[config.mk]
export PLATFORM = sky130hd
export DESIGN_NAME = imem_loader
export DESIGN_NICKNAME = d
export VERILOG_FILES = /design/src/rtl/loader_pkg.sv /design/src/rtl/ld_byte_pair.sv /design/src/rtl/imem_loader.sv
export SDC_FILE = /design/constraint.sdc
export NUM_CORES = 1
export LEC_CHECK = 0
export CAP_MARGIN = 15
export CORE_AREA = 2 2 78 80
export DETAILED_ROUTE_END_ITERATION = 8
export DIE_AREA = 0 0 80 82
export HOLD_SLACK_MARGIN = 0.15
export PLACE_DENSITY = 0.82
export SETUP_SLACK_MARGIN = 0.5
export SLEW_MARGIN = 20
export SYNTH_ARGS = -nofsm -noshare
export SYNTH_HDL_FRONTEND = slang
export SYNTH_HIERARCHICAL = 1
export SYNTH_SLANG_ARGS = --single-unit
[constraint.sdc]
create_clock -name clk -period 2.8 [get_ports clk]
set_input_delay 0.56 -clock clk [delete_from_list [all_inputs] [get_ports clk]]
set_output_delay 0.56 -clock clk [all_outputs]
set_load 0.05 [all_outputs]
[src/rtl/loader_pkg.sv]
`default_nettype none
// ============================================================================
//  Module      : loader_pkg
//  Description : Shared types and constants for the imem program loader:
//                FSM state encoding, byte width and stream header layout.
//                Optional build macro: IMEM_LOADER_CHECKSUM_EN
//  Revision    : 1.0  initial release
// ============================================================================
package loader_pkg;

  localparam int BYTE_W     = 8;   // stream symbol width
  localparam int LEN_BYTES  = 2;   // length header: LEN_HI, LEN_LO (big-endian)
  localparam int WORD_BYTES = 2;   // each word sent as HI, LO
  localparam int LEN_W      = LEN_BYTES * BYTE_W;
  localparam int WORD_W     = WORD_BYTES * BYTE_W;

  typedef enum logic [2:0] {
    S_IDLE    = 3'd0,
    S_LEN_HI  = 3'd1,
    S_LEN_LO  = 3'd2,
    S_DATA_HI = 3'd3,
    S_DATA_LO = 3'd4,
    S_CHK     = 3'd5,
    S_DONE    = 3'd6,
    S_ERROR   = 3'd7
  } state_t;

endpackage : loader_pkg
`default_nettype wire

[src/rtl/ld_byte_pair.sv]
`default_nettype none
// ============================================================================
//  Module      : ld_byte_pair
//  Description : Assembles a HI/LO byte pair into one word. The word and a
//                one-cycle word_valid appear the cycle after the LO byte is
//                taken; the word then holds until the next pair completes.
//  Revision    : 1.0  initial release
// ============================================================================
module ld_byte_pair
  import loader_pkg::*;
(
  input  logic              clk,
  input  logic              rst,
  input  logic              hi_en_i,
  input  logic              lo_en_i,
  input  logic [BYTE_W-1:0] byte_i,
  output logic [WORD_W-1:0] word_o,
  output logic              word_valid_o
);

  logic [BYTE_W-1:0] hi_q;
  logic [WORD_W-1:0] word_q;
  logic              valid_q;

  // Capture HI, then latch the full word and pulse valid on the LO byte.
  always_ff @(posedge clk) begin
    if (rst) begin
      hi_q    <= '0;
      word_q  <= '0;
      valid_q <= 1'b0;
    end else begin
      valid_q <= lo_en_i;
      if (hi_en_i) hi_q <= byte_i;
      if (lo_en_i) word_q <= {hi_q, byte_i};
    end
  end

  assign word_o       = word_q;
  assign word_valid_o = valid_q;

endmodule : ld_byte_pair
`default_nettype wire

[src/rtl/imem_loader.sv]
`default_nettype none
// ============================================================================
//  Module      : imem_loader
//  Description : Loads a length-prefixed byte-stream program image into the
//                instruction memory write port and holds the CPU core in
//                reset until the image has been fully written.
//                Optional build macro: IMEM_LOADER_CHECKSUM_EN (adds a
//                trailing 8-bit checksum byte that must match before DONE).
//  Revision    : 1.0  initial release
// ============================================================================
module imem_loader
  import loader_pkg::*;
#(
  parameter int DW    = 16,
  parameter int AW    = 16,
  parameter int DEPTH = 256,
  parameter int BASE  = 0
) (
  input  logic              clk,
  input  logic              rst,
  input  logic              start,
  input  logic              in_valid,
  output logic              in_ready,
  input  logic [BYTE_W-1:0] in_data,
  output logic              imem_wen,
  output logic [AW-1:0]     imem_addr,
  output logic [DW-1:0]     imem_wdata,
  output logic              cpu_rst,
  output logic              busy,
  output logic              done,
  output logic              error
);

  localparam int IW = (DEPTH > 1) ? $clog2(DEPTH) : 1;

  state_t             state_q, state_d;
  logic [BYTE_W-1:0]  len_hi_q;
  logic [LEN_W-1:0]   len_q;
  logic [IW-1:0]      idx_q;
  logic [AW-1:0]      addr_q;
  logic [WORD_W-1:0]  word;
  logic               word_valid;
  logic               acc;
  logic               start_ok;
  logic               last_word;
  logic [LEN_W-1:0]   len_in;
`ifdef IMEM_LOADER_CHECKSUM_EN
  logic [BYTE_W-1:0]  sum_q;
`endif

  assign acc       = in_valid & in_ready;
  assign start_ok  = start & ((state_q == S_IDLE) | (state_q == S_DONE) | (state_q == S_ERROR));
  assign len_in    = {len_hi_q, in_data};
  assign last_word = (17'(idx_q) == (17'(len_q) - 17'd1));

  // State register.
  always_ff @(posedge clk) begin
    if (rst) state_q <= S_IDLE;
    else     state_q <= state_d;
  end

  // Next-state logic; every data-path transition consumes one byte.
  always_comb begin
    state_d = state_q;
    case (state_q)
      S_IDLE, S_DONE, S_ERROR: if (start) state_d = S_LEN_HI;
      S_LEN_HI:  if (acc) state_d = S_LEN_LO;
      S_LEN_LO:  if (acc) begin
        if (len_in == '0)                       state_d = S_DONE;
        else if (32'(len_in) > 32'(DEPTH))      state_d = S_ERROR;
        else                                    state_d = S_DATA_HI;
      end
      S_DATA_HI: if (acc) state_d = S_DATA_LO;
      S_DATA_LO: if (acc) begin
        if (!last_word)  state_d = S_DATA_HI;
`ifdef IMEM_LOADER_CHECKSUM_EN
        else             state_d = S_CHK;
`else
        else             state_d = S_DONE;
`endif
      end
`ifdef IMEM_LOADER_CHECKSUM_EN
      S_CHK:     if (acc) state_d = (in_data == sum_q) ? S_DONE : S_ERROR;
`endif
      default:   state_d = S_IDLE;
    endcase
  end

  // Length capture, word index and write address bookkeeping.
  always_ff @(posedge clk) begin
    if (rst) begin
      len_hi_q <= '0;
      len_q    <= '0;
      idx_q    <= '0;
      addr_q   <= AW'(BASE);
    end else begin
      if (start_ok) begin
        len_hi_q <= '0;
        len_q    <= '0;
        idx_q    <= '0;
      end
      if (acc && state_q == S_LEN_HI) len_hi_q <= in_data;
      if (acc && state_q == S_LEN_LO) len_q    <= len_in;
      if (acc && state_q == S_DATA_LO) begin
        // Address moves together with the word register so both change on wen.
        addr_q <= AW'(BASE) + AW'(idx_q);
        idx_q  <= idx_q + IW'(1);
      end
    end
  end

`ifdef IMEM_LOADER_CHECKSUM_EN
  // Running mod-256 sum over data bytes only (length header excluded).
  always_ff @(posedge clk) begin
    if (rst) begin
      sum_q <= '0;
    end else if (start_ok) begin
      sum_q <= '0;
    end else if (acc && (state_q == S_DATA_HI || state_q == S_DATA_LO)) begin
      sum_q <= sum_q + in_data;
    end
  end
`endif

  ld_byte_pair u_pair (
    .clk          (clk),
    .rst          (rst),
    .hi_en_i      (acc && (state_q == S_DATA_HI)),
    .lo_en_i      (acc && (state_q == S_DATA_LO)),
    .byte_i       (in_data),
    .word_o       (word),
    .word_valid_o (word_valid)
  );

  assign busy       = (state_q == S_LEN_HI) | (state_q == S_LEN_LO) |
                      (state_q == S_DATA_HI) | (state_q == S_DATA_LO) |
                      (state_q == S_CHK);
  assign in_ready   = busy;
  assign imem_wen   = word_valid;
  assign imem_addr  = addr_q;
  assign imem_wdata = DW'(word);
  // The FSM reaches DONE alongside the final write pulse; keep the core in
  // reset until that write has landed.
  assign done       = (state_q == S_DONE) & ~word_valid;
  assign cpu_rst    = ~done;
  assign error      = (state_q == S_ERROR);

endmodule : imem_loader
`default_nettype wire

==> reports/summary.md, run 1 <==
The flow ran to the end, and the final reports show no timing, DRC or antenna violations. The share of total power dissipated in sequential elements is 42.3%. Summing the areas of all compound-gate instances in the mapped netlist gives 12.9% of the synthesized area. The final setup violation count was 0. The final route contains 2,734 vias. For this run, the top clock speed supported by timing is 0.449 GHz. The worst setup path is captured at a flop. The net count of the finished layout is 425. The worst register-to-register path has a depth of 7. The share of cell area taken by muxes after synthesis is 8.28%. The first detailed-routing pass ran for 4 iterations. In this design, the stage delay of the slowest critical-path cell is 600 ps. Across the routed clock network, the largest skew measured is 8.30 ps.

In the post-synthesis netlist, the biggest area contributors are sky130_fd_sc_hd__dfxtp_1, sky130_fd_sc_hd__mux2i_1, sky130_fd_sc_hd__a21oi_1, sky130_fd_sc_hd__nand2_1, sky130_fd_sc_hd__nor2_1. The destination of the critical timing path was state_q[2]$_SDFFE_PP0P_. The post-route netlist has 10.1% of its cells at a drive strength greater than 1.

The max-slew violation total from the final report was 0; the share of Yosys cell area claimed by the top area cell type was 43.1%. The cell chosen for the clock root is sky130_fd_sc_hd__clkbuf_8. The global router's overall resource usage is 23.0%.

The count of nets left with antenna violations after detail routing is 0, and the number of antenna violations at the first check in global routing is 0. By count the netlist is led by sky130_fd_sc_hd__dfxtp_1, sky130_fd_sc_hd__nand2_1, sky130_fd_sc_hd__a21oi_1, sky130_fd_sc_hd__nor2_1, sky130_fd_sc_hd__nand3_1. For this run, the leading register cell type out of synthesis is sky130_fd_sc_hd__dfxtp_1.

For this run, the share of the core covered by cells in the final layout is 66.8%. Max-cap violations in this run came to 0. The total inserted antenna cells was 0; the parity-gate share of the synthesized area counting xor and xnor cells was 3.05%. A synthesized cell averages 8.51 um2.

The run gives 371 as the number of instances in the synthesized netlist. The run gives 360 ps as the worst-skew pair later-pin latency. In this run the worst path has a maximum fanout of 5. The aggregate routed wire length came out at 7.19 mm.

The largest individual stage delay along the critical path comes from the cell sky130_fd_sc_hd__nor4_1. The critical path class is in -> reg. The height of the die is 82 um, and the number of endpoints with negative hold slack in the final report is 0. Dominant combinational cell family by area after synthesis: simple AND/OR/NAND/NOR gates. Detailed placement ended at an HPWL of 4.83 mm. The tools report the origin of the worst setup path as in_data[0]. The async set or reset register ratio after synthesis is 0%, and the actual slew at the worst max-slew pin is 663 ps.

The logs give 2 for the maximum buffer depth of the clock tree and 37 for the largest net degree at the start of global routing. In this run the number of cells on the critical path is 6. For this design the top-level I/O count stands at 50. For the sequential-to-total area share from yosys stat, the log shows 43.1%. The synthesized design spends more area on one cell type than any other, namely sky130_fd_sc_hd__dfxtp_1. The chip width was 80 um; the data required time at the worst endpoint was 3040 ps.

In this run the tightest slew margin relative to its limit is 55.8%. At the end of routability-driven placement, the weighted congestion stood at 0.855. The worst-case IR drop observed on VDD is 0.610 mV.

The worst endpoint data arrival time was 2470 ps; the total leakage power was 1.37 nW. Setup repair after global routing left no endpoint under its margin. Summing every instance area after synthesis gives 0.00316 mm2. The count of input and output buffers works out to 41. In the post-synthesis netlist, the cell with the most instances is sky130_fd_sc_hd__dfxtp_1. In this run, synthesis inferred 0 flip-flops with an integrated enable. Of the total synthesized cell area, the portion taken by AND, OR, NAND and NOR gates is 25.2%. In this run, the clock network consumes 39.2% of the power.

The number of different library cells in the post-synthesis netlist was 53. The run gives 1.76 mW as the internal power. In this run the number of H-tree levels came out at 3. Post-synthesis register bit count: 68. The path class of the tightest hold or removal check is reg -> reg. Average wire per cell in the routed design: 14.6 um. After global routing the overflow that remains totals 0.

The count of buffer and inverter cells on the critical path is 1. Once the floorplan was initialized, standard cells occupied 55.0% of the core. The number of clock sinks seen by CTS is 68. After detailed routing, the number of remaining DRC violations is 0.

The number of global-route vias before repair is 2,490, and the final critical-path share of the clock period is 79.5%. The wire length of the first global-routing pass was 11.7 mm. The die outline area is 0.00656 mm2, and the share of synthesized cell area in full adder, half adder and majority cells is 0.792%. The power density relative to cell area works out to 651 mW/mm2. The clock-pin slew reported for the worst setup and hold paths after clock tree synthesis came out at 80 ps. In this run the standard cell core region covers 0.00575 mm2. Traced cell by cell, the critical path runs through clkdlybuf4s50_1, nor4_1, a21boi_0, o41ai_1, mux2i_1, o2bb2ai_1. The worst register-to-register path has a setup slack of 690 ps. The relative contribution of combinational cells to total power came out at 18.5%.

The kind of launch point of the worst setup path was an input port. The tools report the count of warnings emitted by yosys as 6. The analysis attributes to net switching a power of 740 uW. The switching portion of total power is 29.6%. The tools report the CTS buffer count as 9. The design draws 2.50 mW. TritonCTS built the clock tree. The tools report the initial detailed-routing violation count as 254. Relative to the synthesized area, the layout overhead comes to 21.6%. After floorplanning, the core was divided into 28 placement rows.

In this design, the largest share of critical-path delay is due to compound AO/OA/AOI/OAI gates. The startpoint identified for the worst register-to-register timing path is len_q[0]$_SDFFE_PP0P_. Dividing the detail-routed via count by the number of cells gives 5.57. Fill cells in the final layout number 443. The final critical-path required period came out at 2230 ps. Setup total negative slack on the finished layout was measured at 0 ps. In this run the critical register-to-register path is captured at state_q[0]$_SDFFE_PP0P_.
[how the worst min path moves through the flow]
stage / from / to / cells past startpoint
after CTS: imem_addr[4]$_SDFFE_PP0P_ / imem_addr[4]$_SDFFE_PP0P_ / 2
after global routing: imem_addr[7]$_SDFFE_PP0P_ / imem_addr[7]$_SDFFE_PP0P_ / 2
after detailed placement: imem_addr[4]$_SDFFE_PP0P_ / imem_addr[4]$_SDFFE_PP0P_ / 2
after floorplan: len_hi_q[3]$_SDFFE_PP0P_ / len_q[11]$_SDFFE_PP0P_ / 2
after global placement: imem_addr[3]$_SDFFE_PP0P_ / imem_addr[3]$_SDFFE_PP0P_ / 2
final: imem_addr[1]$_SDFFE_PP0P_ / imem_addr[1]$_SDFFE_PP0P_ / 2
[layout by cell type (no fill, tap or decap), types with 3 or more instances in the layout]
cell / synthesis / layout
sky130_fd_sc_hd__nor2_1: 39 / 39
sky130_fd_sc_hd__dfxtp_2: 0 / 3
sky130_fd_sc_hd__clkdlybuf4s50_1: 0 / 35
sky130_fd_sc_hd__xor2_1: 7 / 7
sky130_fd_sc_hd__bufinv_16: 0 / 3
sky130_fd_sc_hd__dfxtp_1: 68 / 65
sky130_fd_sc_hd__conb_1: 1 / 8
sky130_fd_sc_hd__a21oi_1: 41 / 41
sky130_fd_sc_hd__inv_1: 7 / 7
sky130_fd_sc_hd__nor2b_1: 5 / 5
sky130_fd_sc_hd__mux2i_1: 25 / 25
sky130_fd_sc_hd__clkbuf_8: 0 / 9
sky130_fd_sc_hd__buf_4: 10 / 9
sky130_fd_sc_hd__xnor2_1: 4 / 4
sky130_fd_sc_hd__and3_1: 3 / 3
sky130_fd_sc_hd__nand2_1: 47 / 47
sky130_fd_sc_hd__nor4_1: 4 / 4
sky130_fd_sc_hd__a211oi_1: 3 / 3
sky130_fd_sc_hd__nand4_1: 4 / 4
sky130_fd_sc_hd__nand3_1: 29 / 29
sky130_fd_sc_hd__clkdlybuf4s15_2: 0 / 3
sky130_fd_sc_hd__nor3b_1: 3 / 3
sky130_fd_sc_hd__nor3_1: 5 / 5
sky130_fd_sc_hd__o21ai_0: 7 / 7
sky130_fd_sc_hd__nand3b_1: 3 / 3
[timing repair]
action	4_1_cts	5_1_grt
setup buffers	0	0
endpoints found under the setup margin	5	5
hold endpoints to repair	0	0
resized for setup	13	2
hold buffers	0	0
[state kept, by name (all words and copies together), names as in the netlist]
name and flops:
len_q 16, u_pair/word_o 16, idx_q 8, imem_addr 8
len_hi_q 8, u_pair/hi_q 8, state_q 3, u_pair/word_valid_o 1
[worst reg2reg max path: stages, from the launching register on]
cell and delay, ps:
sky130_fd_sc_hd__dfxtp_1 380, sky130_fd_sc_hd__inv_1 90, sky130_fd_sc_hd__ha_1 180, sky130_fd_sc_hd__nor3b_2 370, sky130_fd_sc_hd__a22o_1 190, sky130_fd_sc_hd__a31oi_1 90
sky130_fd_sc_hd__a2111o_1 460, sky130_fd_sc_hd__o211a_1 240
[area by class of cell]
cell class / instances / area (um2) / share of cell area (%)
multi-input combinational: 273 / 1620 / 42.1
sequential: 68 / 1370 / 35.5
timing repair buffer: 51 / 495 / 12.9
clock buffer: 10 / 128 / 3.32
clock inverter: 6 / 113 / 2.93
tap: 75 / 93.8 / 2.44
inverter: 8 / 30.0 / 0.782
[cells by family after synthesis]
kind of cell | count (synthesis)
compound gates | 68
simple gates | 158
buf+inv | 37
flops | 68
fa+ha+maj | 2
xor+xnor | 11
other cells | 1
mux | 26
[stage by stage]
step	cell area (um2)	cells	setup slack (ps)	hold slack, ps
detailed placement	3590	475	304	446
global placement	3590	475	349	444
CTS	3840	491	523	456
global route	3840	491	522	470
floorplan	3180	378	587	445
finish	3840	491	573	455
[metal layers]
layer	vias up	routed length (um)	part of all wire (%)	global-route usage, %
met5	-	0	0	0
met4	0	165	2.3	12.5
met3	16	395	5.5	4.18
met2	89	3340	46	36.2
met1	1272	3290	46	29.9
li1	1357	-	-	-
[power groups by stage]
stage          Combinational [mW]  Clock [mW]  Sequential [mW]
4_1_cts                     0.461       0.982             1.06
6_report                    0.461       0.981             1.06
3_5_place_dp                0.462           0             1.08
5_1_grt                     0.499        1.02             1.07
3_3_place_gp                0.451           0             1.07
2_1_floorplan               0.371           0             1.06
(Power assumes the default switching activity.)
==> run 2, diff against run 1 <==
--- a/config.mk
+++ b/config.mk
@@ -6,11 +6,11 @@
 export NUM_CORES = 1
 export LEC_CHECK = 0
 export CAP_MARGIN = 15
-export CORE_AREA = 2 2 78 80
+export CORE_AREA = 2 2 85 87
 export DETAILED_ROUTE_END_ITERATION = 8
-export DIE_AREA = 0 0 80 82
+export DIE_AREA = 0 0 87 89
 export HOLD_SLACK_MARGIN = 0.15
-export PLACE_DENSITY = 0.82
+export PLACE_DENSITY = 0.73
 export SETUP_SLACK_MARGIN = 0.5
 export SLEW_MARGIN = 20
 export SYNTH_ARGS = -nofsm -noshare
==> constraint.sdc (replaced) <==
create_clock -name clk -period 2 [get_ports clk]
set_input_delay 0.4 -clock clk [delete_from_list [all_inputs] [get_ports clk]]
set_output_delay 0.4 -clock clk [all_outputs]
set_load 0.05 [all_outputs]
==> run 2 against run 1 <==
  * The flow now finishes with violations (setup timing)
  * Flip-flop and latch count stayed put
  * Wire length grew 71%
  * Total power increased by 68%
  * Setup slack lost 680 ps
  * Global-route usage rose by 3.6 points
  * Clock skew fell by 2.2 ps
  * Cell area is 36% higher
  * Cell count rose by 12%
  * Critical path depth stayed put
  * First-iteration DRC count rose by 37%
  * Highest routed layer unchanged
  * Register-to-register slack worse by 700 ps
==> reports/summary.md, run 2 (same netlist as run 1, synthesis figures left out) <==
The slowest stage of the critical path belongs to the cell sky130_fd_sc_hd__nor4_1. The largest net degree at the start of global routing was 48 (+30%). For the number of global-route vias before repair, the log shows 3,079 (+24%). The logs give -110 ps (-683 ps) for the least setup slack across all paths after layout and 2 (unchanged) for the maximum buffer depth of the clock tree. The height of the die came out at 89 um (+8.5%).

The worst endpoint data arrival time came out at 2350 ps (-120 ps). The average wire per cell in the routed design was 22.3 um (+53%). The actual slew at the worst max-slew pin came out at 634 ps (-29.2 ps). The max-slew violation total from the final report was 0 (unchanged). Setup repair after global routing could not meet its margin everywhere. For the met3 usage, the log shows 6.09% (+1.9 points). The capturing point of the worst reg2reg path is state_q[0]$_SDFFE_PP0P_. The run gives 12.3 mm (+71%) as the aggregate routed wire length. The kind of launch point of the worst setup path was an input port. TritonCTS built the clock tree. Count of input and output buffers: 41 (unchanged). The tools report the internal power as 2.80 mW (+59%). The checks that failed: setup timing. The tools report the worst-skew pair later-pin latency as 350 ps (about the same). The relative slew slack was 57.3% (+1.6 points); the initial detailed-routing violation count was 347 (+37%). The share of total power in sequential cells was 35.4% (-6.9 points).

The logs give 0 (unchanged) for the total inserted antenna cells and 30.0% (-9.2 points) for the part of the power in the clock network. The run finished, with violations left. Met2 usage: 43.1% (+6.9 points). For the number of inserted filler cells in the final layout, the log shows 321 (-28%). The via density per instance is 6.33 (+14%).

Traced cell by cell, the critical path runs through clkdlybuf4s50_1, nor4_1, a21boi_0, o41ai_1, mux2i_1, o2bb2ai_1. The tools report the setup slack of the worst register-to-register path as -10 ps (-700 ps). For the number of non-filler instances in the completed layout, the log shows 551 (+12%). For the initial cell density of the core, the log shows 47.0% (-8.0 points). The longest individual stage delay on the worst path is 520 ps (-80 ps). The number of endpoints with negative hold slack in the final report is 0 (unchanged), and the global route total overflow is 0 (unchanged). Number of nets in the finished design: 480 (+13%). Total vias in the final route: 3,486 (+28%).

In this run the most critical hold path is launched from imem_addr[5]$_SDFFE_PP0P_. Number of clock sinks seen by CTS: 68 (unchanged). The logs give 77.9% (+11 points) for the end-of-flow core utilization and 34.6% (+16 points) for the relative contribution of combinational cells to total power. The number of H-tree levels is 3 (unchanged), and the peak supply drop is 0.660 mV (+8.3%). The global placer's final weighted congestion is 0.821 (-4.0%). Tracing the worst setup path back leads to its startpoint at in_data[4]. The detailed-router iteration count before antenna repair was 6 (+2); the number of antenna violations at the first check in global routing was 0 (unchanged). Switching portion of total power: 33.2% (+3.6 points). In the layout the commonest cells are sky130_fd_sc_hd__dfxtp_1, sky130_fd_sc_hd__a21oi_2, sky130_fd_sc_hd__buf_4. The clock skew is 6.15 ps (-2.16 ps). The cell sitting at the root of the clock tree is a sky130_fd_sc_hd__clkbuf_8. The count of boundary I/O pins was 50 (unchanged).

The worst setup path is of the in -> reg kind. The worst reg-to-reg path cell count was 7 (unchanged). The worst hold path belongs to the class reg -> reg. The worst setup path is captured at a flop.

The final critical-path required period was 2110 ps; the remaining design rule violation count was 0 (unchanged). The multi-input gate area in the final layout is 0.00227 mm2 (+41%). The die outline area is 0.00774 mm2 (+18%), and the switching component of the power is 1.39 mW (+88%). The sequential cell area is 0.00139 mm2 (+1.6%). The data required time at the worst endpoint was 2240 ps (-800 ps).

The count of max-cap constraint violations is 0 (unchanged), and the clock-pin slew reported for the worst setup and hold paths after clock tree synthesis is 80 ps (about the same). The power density relative to cell area came out at 802 mW/mm2 (+23%). Total number of placement rows: 30 (+7.1%).

For the count of nets left with antenna violations after detail routing, the log shows 0 (unchanged). In this run the critical register-to-register path is launched from len_q[0]$_SDFFE_PP0P_. HPWL after detailed placement: 5.37 mm (+11%). The number of buffers inserted for hold repair after clock tree synthesis was 0 (unchanged); the share of layout cells above drive strength 1 was 51.8% (+42 points).

The chip width came out at 87 um (+8.8%). The CTS buffer count is 9 (unchanged). The tools report the highest clock frequency the design can meet as 0.474 GHz.

Final setup violation count: 2 (+2). Of the available clock period, the critical path in the final layout requires 105%. The layout overhead on the synthesized area is 65.7%. The count of placed standard cells including taps came out at 494 (+4.0%). The most common cell after layout, fill and taps aside is sky130_fd_sc_hd__dfxtp_1. The largest fanout on the critical path came out at 2 (-3). The met1 capacity usage during global routing is 32.2% (+2.2 points).

The tools report the area of the placeable core as 0.00672 mm2 (+17%). The destination of the critical timing path is state_q[2]$_SDFFE_PP0P_. For the total leakage power, the log shows 2.17 nW (+59%). After global routing, the most crowded layer is met2.

The tools report the global router's overall resource usage as 26.5% (+3.6 points). The wire length of the first global-routing pass came out at 15.6 mm (+33%).
run 2: changes by cell type in the layout (fill, tap and decap cells not counted), sizes merged:
cell,previous run,this run
clkdlybuf4s18,0,5
bufinv,3,2
clkdlybuf4s50,35,9
bufbuf,0,1
buf,11,76
clkdlybuf4s15,4,14
inv,8,6
clkinvlp,0,2
clkbuf,10,11
run 2: power by group through the flow:
stage          Combinational [mW]  Sequential [mW]  Clock [mW]
6_report                     1.45             1.48        1.26
5_1_grt                      1.49             1.49        1.32
3_3_place_gp                0.760             1.51           0
4_1_cts                      1.13             1.46        1.25
2_1_floorplan               0.561             1.49           0
3_5_place_dp                0.776             1.52           0
run 2: routing by layer:
layer	routed length, um	vias to the layer above
li1	-	1474
met1	4560	1663
met5	0	-
met3	1140	86
met4	873	0
met2	5740	263
run 2: critical path, delay by kind of cell:
kind | cells | cell delay, ps
AOI/OAI and AO/OA | 3 | 800
buffers and inverters | 1 | 480
muxes | 1 | 150
and+or+nand+nor | 1 | 520
run 2: area by class of cell:
cell class,count,share of cell area [%]
multi-input cells,273,43.4
flip-flops and latches,68,26.5
repair buffers,106,23.2
clock buffers,11,2.70
well taps,80,1.91
clock inverters,5,1.43
inverters,8,0.813
run 2: worst min path at each step:
stage | to | slack, ps | cells after the start
finish | imem_addr[5]$_SDFFE_PP0P_ | 480 | 2
global route | imem_addr[7]$_SDFFE_PP0P_ | 490 | 2
CTS | imem_addr[7]$_SDFFE_PP0P_ | 460 | 2
detailed placement | imem_addr[4]$_SDFFE_PP0P_ | 450 | 2
global placement | imem_addr[5]$_SDFFE_PP0P_ | 440 | 2
floorplan | len_q[11]$_SDFFE_PP0P_ | 440 | 2
run 2: repair_timing:
item | 4_1_cts | 5_1_grt
setup buffers | 22 | 11
cloned | 8 | 0
setup endpoints to repair | 97 | 83
pin swaps | 30 | 51
resized for setup | 153 | 139
run 2: per-stage QoR:
stage	TNS (ps)	area (um2)	power, mW	hold slack [ps]	setup slack, ps
final	-118	5230	4.19	479	-110
after global routing	-221	5230	4.30	491	-154
after CTS	0	4700	3.84	457	134
after detailed placement	-224	3830	2.29	449	-115
after global placement	-311	3830	2.27	442	-177
after floorplan	0	3290	2.05	445	314
==> run 3, diff against run 2 <==
--- a/config.mk
+++ b/config.mk
@@ -5,15 +5,18 @@
 export SDC_FILE = /design/constraint.sdc
 export NUM_CORES = 1
 export LEC_CHECK = 0
+export ABC_CLOCK_PERIOD_IN_PS = 2000
 export CAP_MARGIN = 15
-export CORE_AREA = 2 2 85 87
+export CORE_AREA = 2 2 79 81
 export DETAILED_ROUTE_END_ITERATION = 8
-export DIE_AREA = 0 0 87 89
+export DIE_AREA = 0 0 81 83
+export DONT_BUFFER_PORTS = 1
 export HOLD_SLACK_MARGIN = 0.15
-export PLACE_DENSITY = 0.73
+export PLACE_DENSITY = 0.72
 export SETUP_SLACK_MARGIN = 0.5
 export SLEW_MARGIN = 20
 export SYNTH_ARGS = -nofsm -noshare
 export SYNTH_HDL_FRONTEND = slang
 export SYNTH_HIERARCHICAL = 1
 export SYNTH_SLANG_ARGS = --single-unit
+export TNS_END_PERCENT = 50
==> run 3 against run 2 <==
  * The flow now finishes without violations
  * Sequential share of layout area up 6.9 points
  * Critical path type is now reg -> out
  * Non-clock buffer count fell by 61
  * Clock skew rose by 3.6 ps
  * Critical path depth shrank 3
  * Utilization decreased by 6.6 points
  * First-iteration DRC count down 42%
  * Largest power group unchanged
  * Via count down 17%
  * Combinational power decreased by 36%
  * Setup slack better by 240 ps
  * Count of clock-buffer cells in the layout is 2 lower
  * Wire length down 28%
  * Total power shrank 18%
==> reports/summary.md, run 3 (same netlist as run 1, synthesis figures left out) <==
The flow ran to the end, and the final reports show no timing, DRC or antenna violations. The final critical-path required period was 1870 ps (-236 ps). The logs give 202 (-42%) for the initial detailed-routing violation count and 28 (-6.7%) for the total number of placement rows.

The signal on the critical path passes through nand2_2, or3_4, clkinvlp_4. End-of-flow core utilization: 71.3% (-6.6 points). The least setup slack across all paths after layout is 126 ps (+236 ps). The number of H-tree levels is 3 (unchanged). The library cell used most frequently in the layout, excluding fill and tap cells, is sky130_fd_sc_hd__dfxtp_1. Kind of launch point of the worst setup path: a flop. For the final setup violation count, the log shows 0 (-2). The peak supply drop came out at 0.655 mV (-0.78%).

The root buffer cell chosen for the clock tree is sky130_fd_sc_hd__clkbuf_8. The power density relative to cell area was 835 mW/mm2 (+4.1%). The largest net degree at the start of global routing was 68 (+42%).

The tools report the launch instance of the worst register-to-register path as len_q[12]$_SDFFE_PP0P_. The setup slack of the worst register-to-register path is 170 ps (+180 ps). Total inserted antenna cells: 0 (unchanged). The startpoint identified for the worst hold timing path is rst.

The global placer's final weighted congestion is 0.777 (-5.3%), and the relative slew slack is 55.0% (-2.3 points). The run gives 419 (-13%) as the number of nets in the finished design. Number of instances on the worst hold path: 1 (-1). The critical path class was reg -> out. The share of layout cells above drive strength 1 was 33.9% (-18 points).

The worst reg-to-reg path cell count works out to 4 (-3). The overall power after layout was 3.46 mW (-18%). The worst register-to-register path ends at state_q[0]$_SDFFE_PP0P_.

The logs give 350 ps (about the same) for the worst-skew pair later-pin latency and 2,666 (-13%) for the number of global-route vias before repair. The count of input and output buffers is 0 (-100%). The chip width works out to 81 um (-6.9%).

The largest fanout on the critical path was 4 (+2). The pre-CTS worst setup slack is 186 ps (+301 ps). The total vias in the final route is 2,878 (-17%), and the final critical-path share of the clock period is 93.7% (-12 points). The count of max-cap constraint violations is 0 (unchanged). The number of clock sinks seen by CTS was 68 (unchanged); the maximum buffer depth of the clock tree was 2 (unchanged). The global router's overall resource usage is 24.1% (-2.4 points), and the via density per instance is 5.93 (-6.2%).

The tools report the number of endpoints with negative hold slack in the final report as 0 (unchanged). The height of the die works out to 83 um (-6.7%). Total leakage power: 1.53 nW (-30%).

The run gives 8.92 mm (-28%) as the aggregate routed wire length. The library cells used most frequently in the layout, excluding fill and tap cells, are sky130_fd_sc_hd__dfxtp_1, sky130_fd_sc_hd__nand2_1, sky130_fd_sc_hd__nor2_1. The highest clock frequency the design can meet is 0.534 GHz (+13%).

The wire length of the first global-routing pass was 12.7 mm (-19%). The max-slew violation total from the final report is 0 (unchanged). The number of non-filler instances in the completed layout is 485 (-12%). The worst endpoint data arrival time is 1470 ps (-880 ps). The number of antenna violations at the first check in global routing was 0 (unchanged). The min-delay analysis places its worst path in the category in -> reg.

The CTS buffer count was 9 (unchanged). For the area of the placeable core, the log shows 0.00582 mm2 (-13%). Setup repair after global routing could not meet its margin everywhere. Count of placed standard cells including taps: 437 (-12%). For hold timing, the worst endpoint is len_q[0]$_SDFFE_PP0P_. The average wire per cell in the routed design is 18.4 um (-18%), and the die outline area is 0.00672 mm2 (-13%).

The run gives 9.75 ps (+3.60 ps) as the clock skew. The count of nets left with antenna violations after detail routing was 0 (unchanged). Element type at the critical path end: a primary output. The HPWL after detailed placement was 4.87 mm (-9.4%). The run gives 0 (unchanged) as the remaining design rule violation count. The clock-pin slew reported for the worst setup and hold paths after clock tree synthesis is 80 ps (about the same), and the count of boundary I/O pins is 50 (unchanged). The actual slew at the worst max-slew pin came out at 669 ps (+34.9 ps). TritonCTS built the clock tree.

The detailed-router iteration count before antenna repair was 5 (-1). The initial cell density of the core is 54.3% (+7.3 points), and the longest individual stage delay on the worst path is 470 ps (-50 ps). The setup total negative slack came out at 0 ps (+118 ps). The global route total overflow is 0 (unchanged). The tools report the data required time at the worst endpoint as 1600 ps (-640 ps). The largest individual stage delay along the critical path comes from the cell sky130_fd_sc_hd__or3_4. From synthesis to final layout, the design area changed by 31.3%.
## run 3: cell count changes in the layout (fill, tap and decap cells not counted), moves of 5 or more
cell,before,now
sky130_fd_sc_hd__buf_2,7,0
sky130_fd_sc_hd__buf_4,33,22
sky130_fd_sc_hd__nand2_1,9,31
sky130_fd_sc_hd__clkdlybuf4s50_1,9,0
sky130_fd_sc_hd__buf_12,9,4
sky130_fd_sc_hd__clkdlybuf4s15_2,14,0
sky130_fd_sc_hd__nand2_4,27,7
sky130_fd_sc_hd__clkdlybuf4s18_2,5,0
sky130_fd_sc_hd__a21oi_1,8,27
sky130_fd_sc_hd__a21oi_2,33,14
## run 3: cell type report
class	instances	area [um2]
Clock buffer	9	124
Clock inverter	7	58.8
Fill cell	416	1670
Inverter	8	50.0
Multi-Input combinational cell	273	1920
Sequential cell	68	1390
Tap cell	75	93.8
Timing Repair Buffer	45	517
## run 3: layer usage
layer / GRT usage (%) / part of all wire, % / vias up
met5: 0 / 0 / -
met4: 8.01 / 2.0 / 0
met3: 8.26 / 6.0 / 16
met2: 37.9 / 51 / 92
met1: 30.8 / 41 / 1418
li1: - / - / 1352
## run 3: per-stage QoR
step | cell area [um2] | hold WS (ps)
after floorplan | 3280 | 445
after global placement | 3290 | 452
after detailed placement | 3290 | 461
after CTS | 3680 | 101
after global routing | 4150 | 91.8
final | 4150 | 108
## run 3: report_power, final
group	switching, mW	total [mW]	internal [mW]
combinational	0.503	0.921	0.419
sequential	0.0927	1.50	1.40
clock	0.575	1.04	0.468
## run 3: worst max path at each step
stage,start,end,cells after the start
finish,state_q[1]$_SDFFE_PP0P_,done,3
global placement,len_q[2]$_SDFFE_PP0P_,state_q[0]$_SDFFE_PP0P_,5
CTS,state_q[1]$_SDFFE_PP0P_,done,3
global route,state_q[1]$_SDFFE_PP0P_,done,3
detailed placement,len_q[2]$_SDFFE_PP0P_,state_q[0]$_SDFFE_PP0P_,5
floorplan,len_q[0]$_SDFFE_PP0P_,state_q[0]$_SDFFE_PP0P_,7
## run 3: repair_timing
action,4_1_cts,5_1_grt
pin swaps,5,37
setup endpoints to repair,71,72
resized for setup,17,90
cloned,2,3
endpoints found under the hold margin,65,65
buffers inserted,13,14
## run 3: worst max-delay path, delay by kind of cell, from the launching register on
| family | cells | cell delay, ps |
|---|---|---|
| flops | 1 | 380 |
| buf+inv | 1 | 240 |
| simple gates | 2 | 520 |
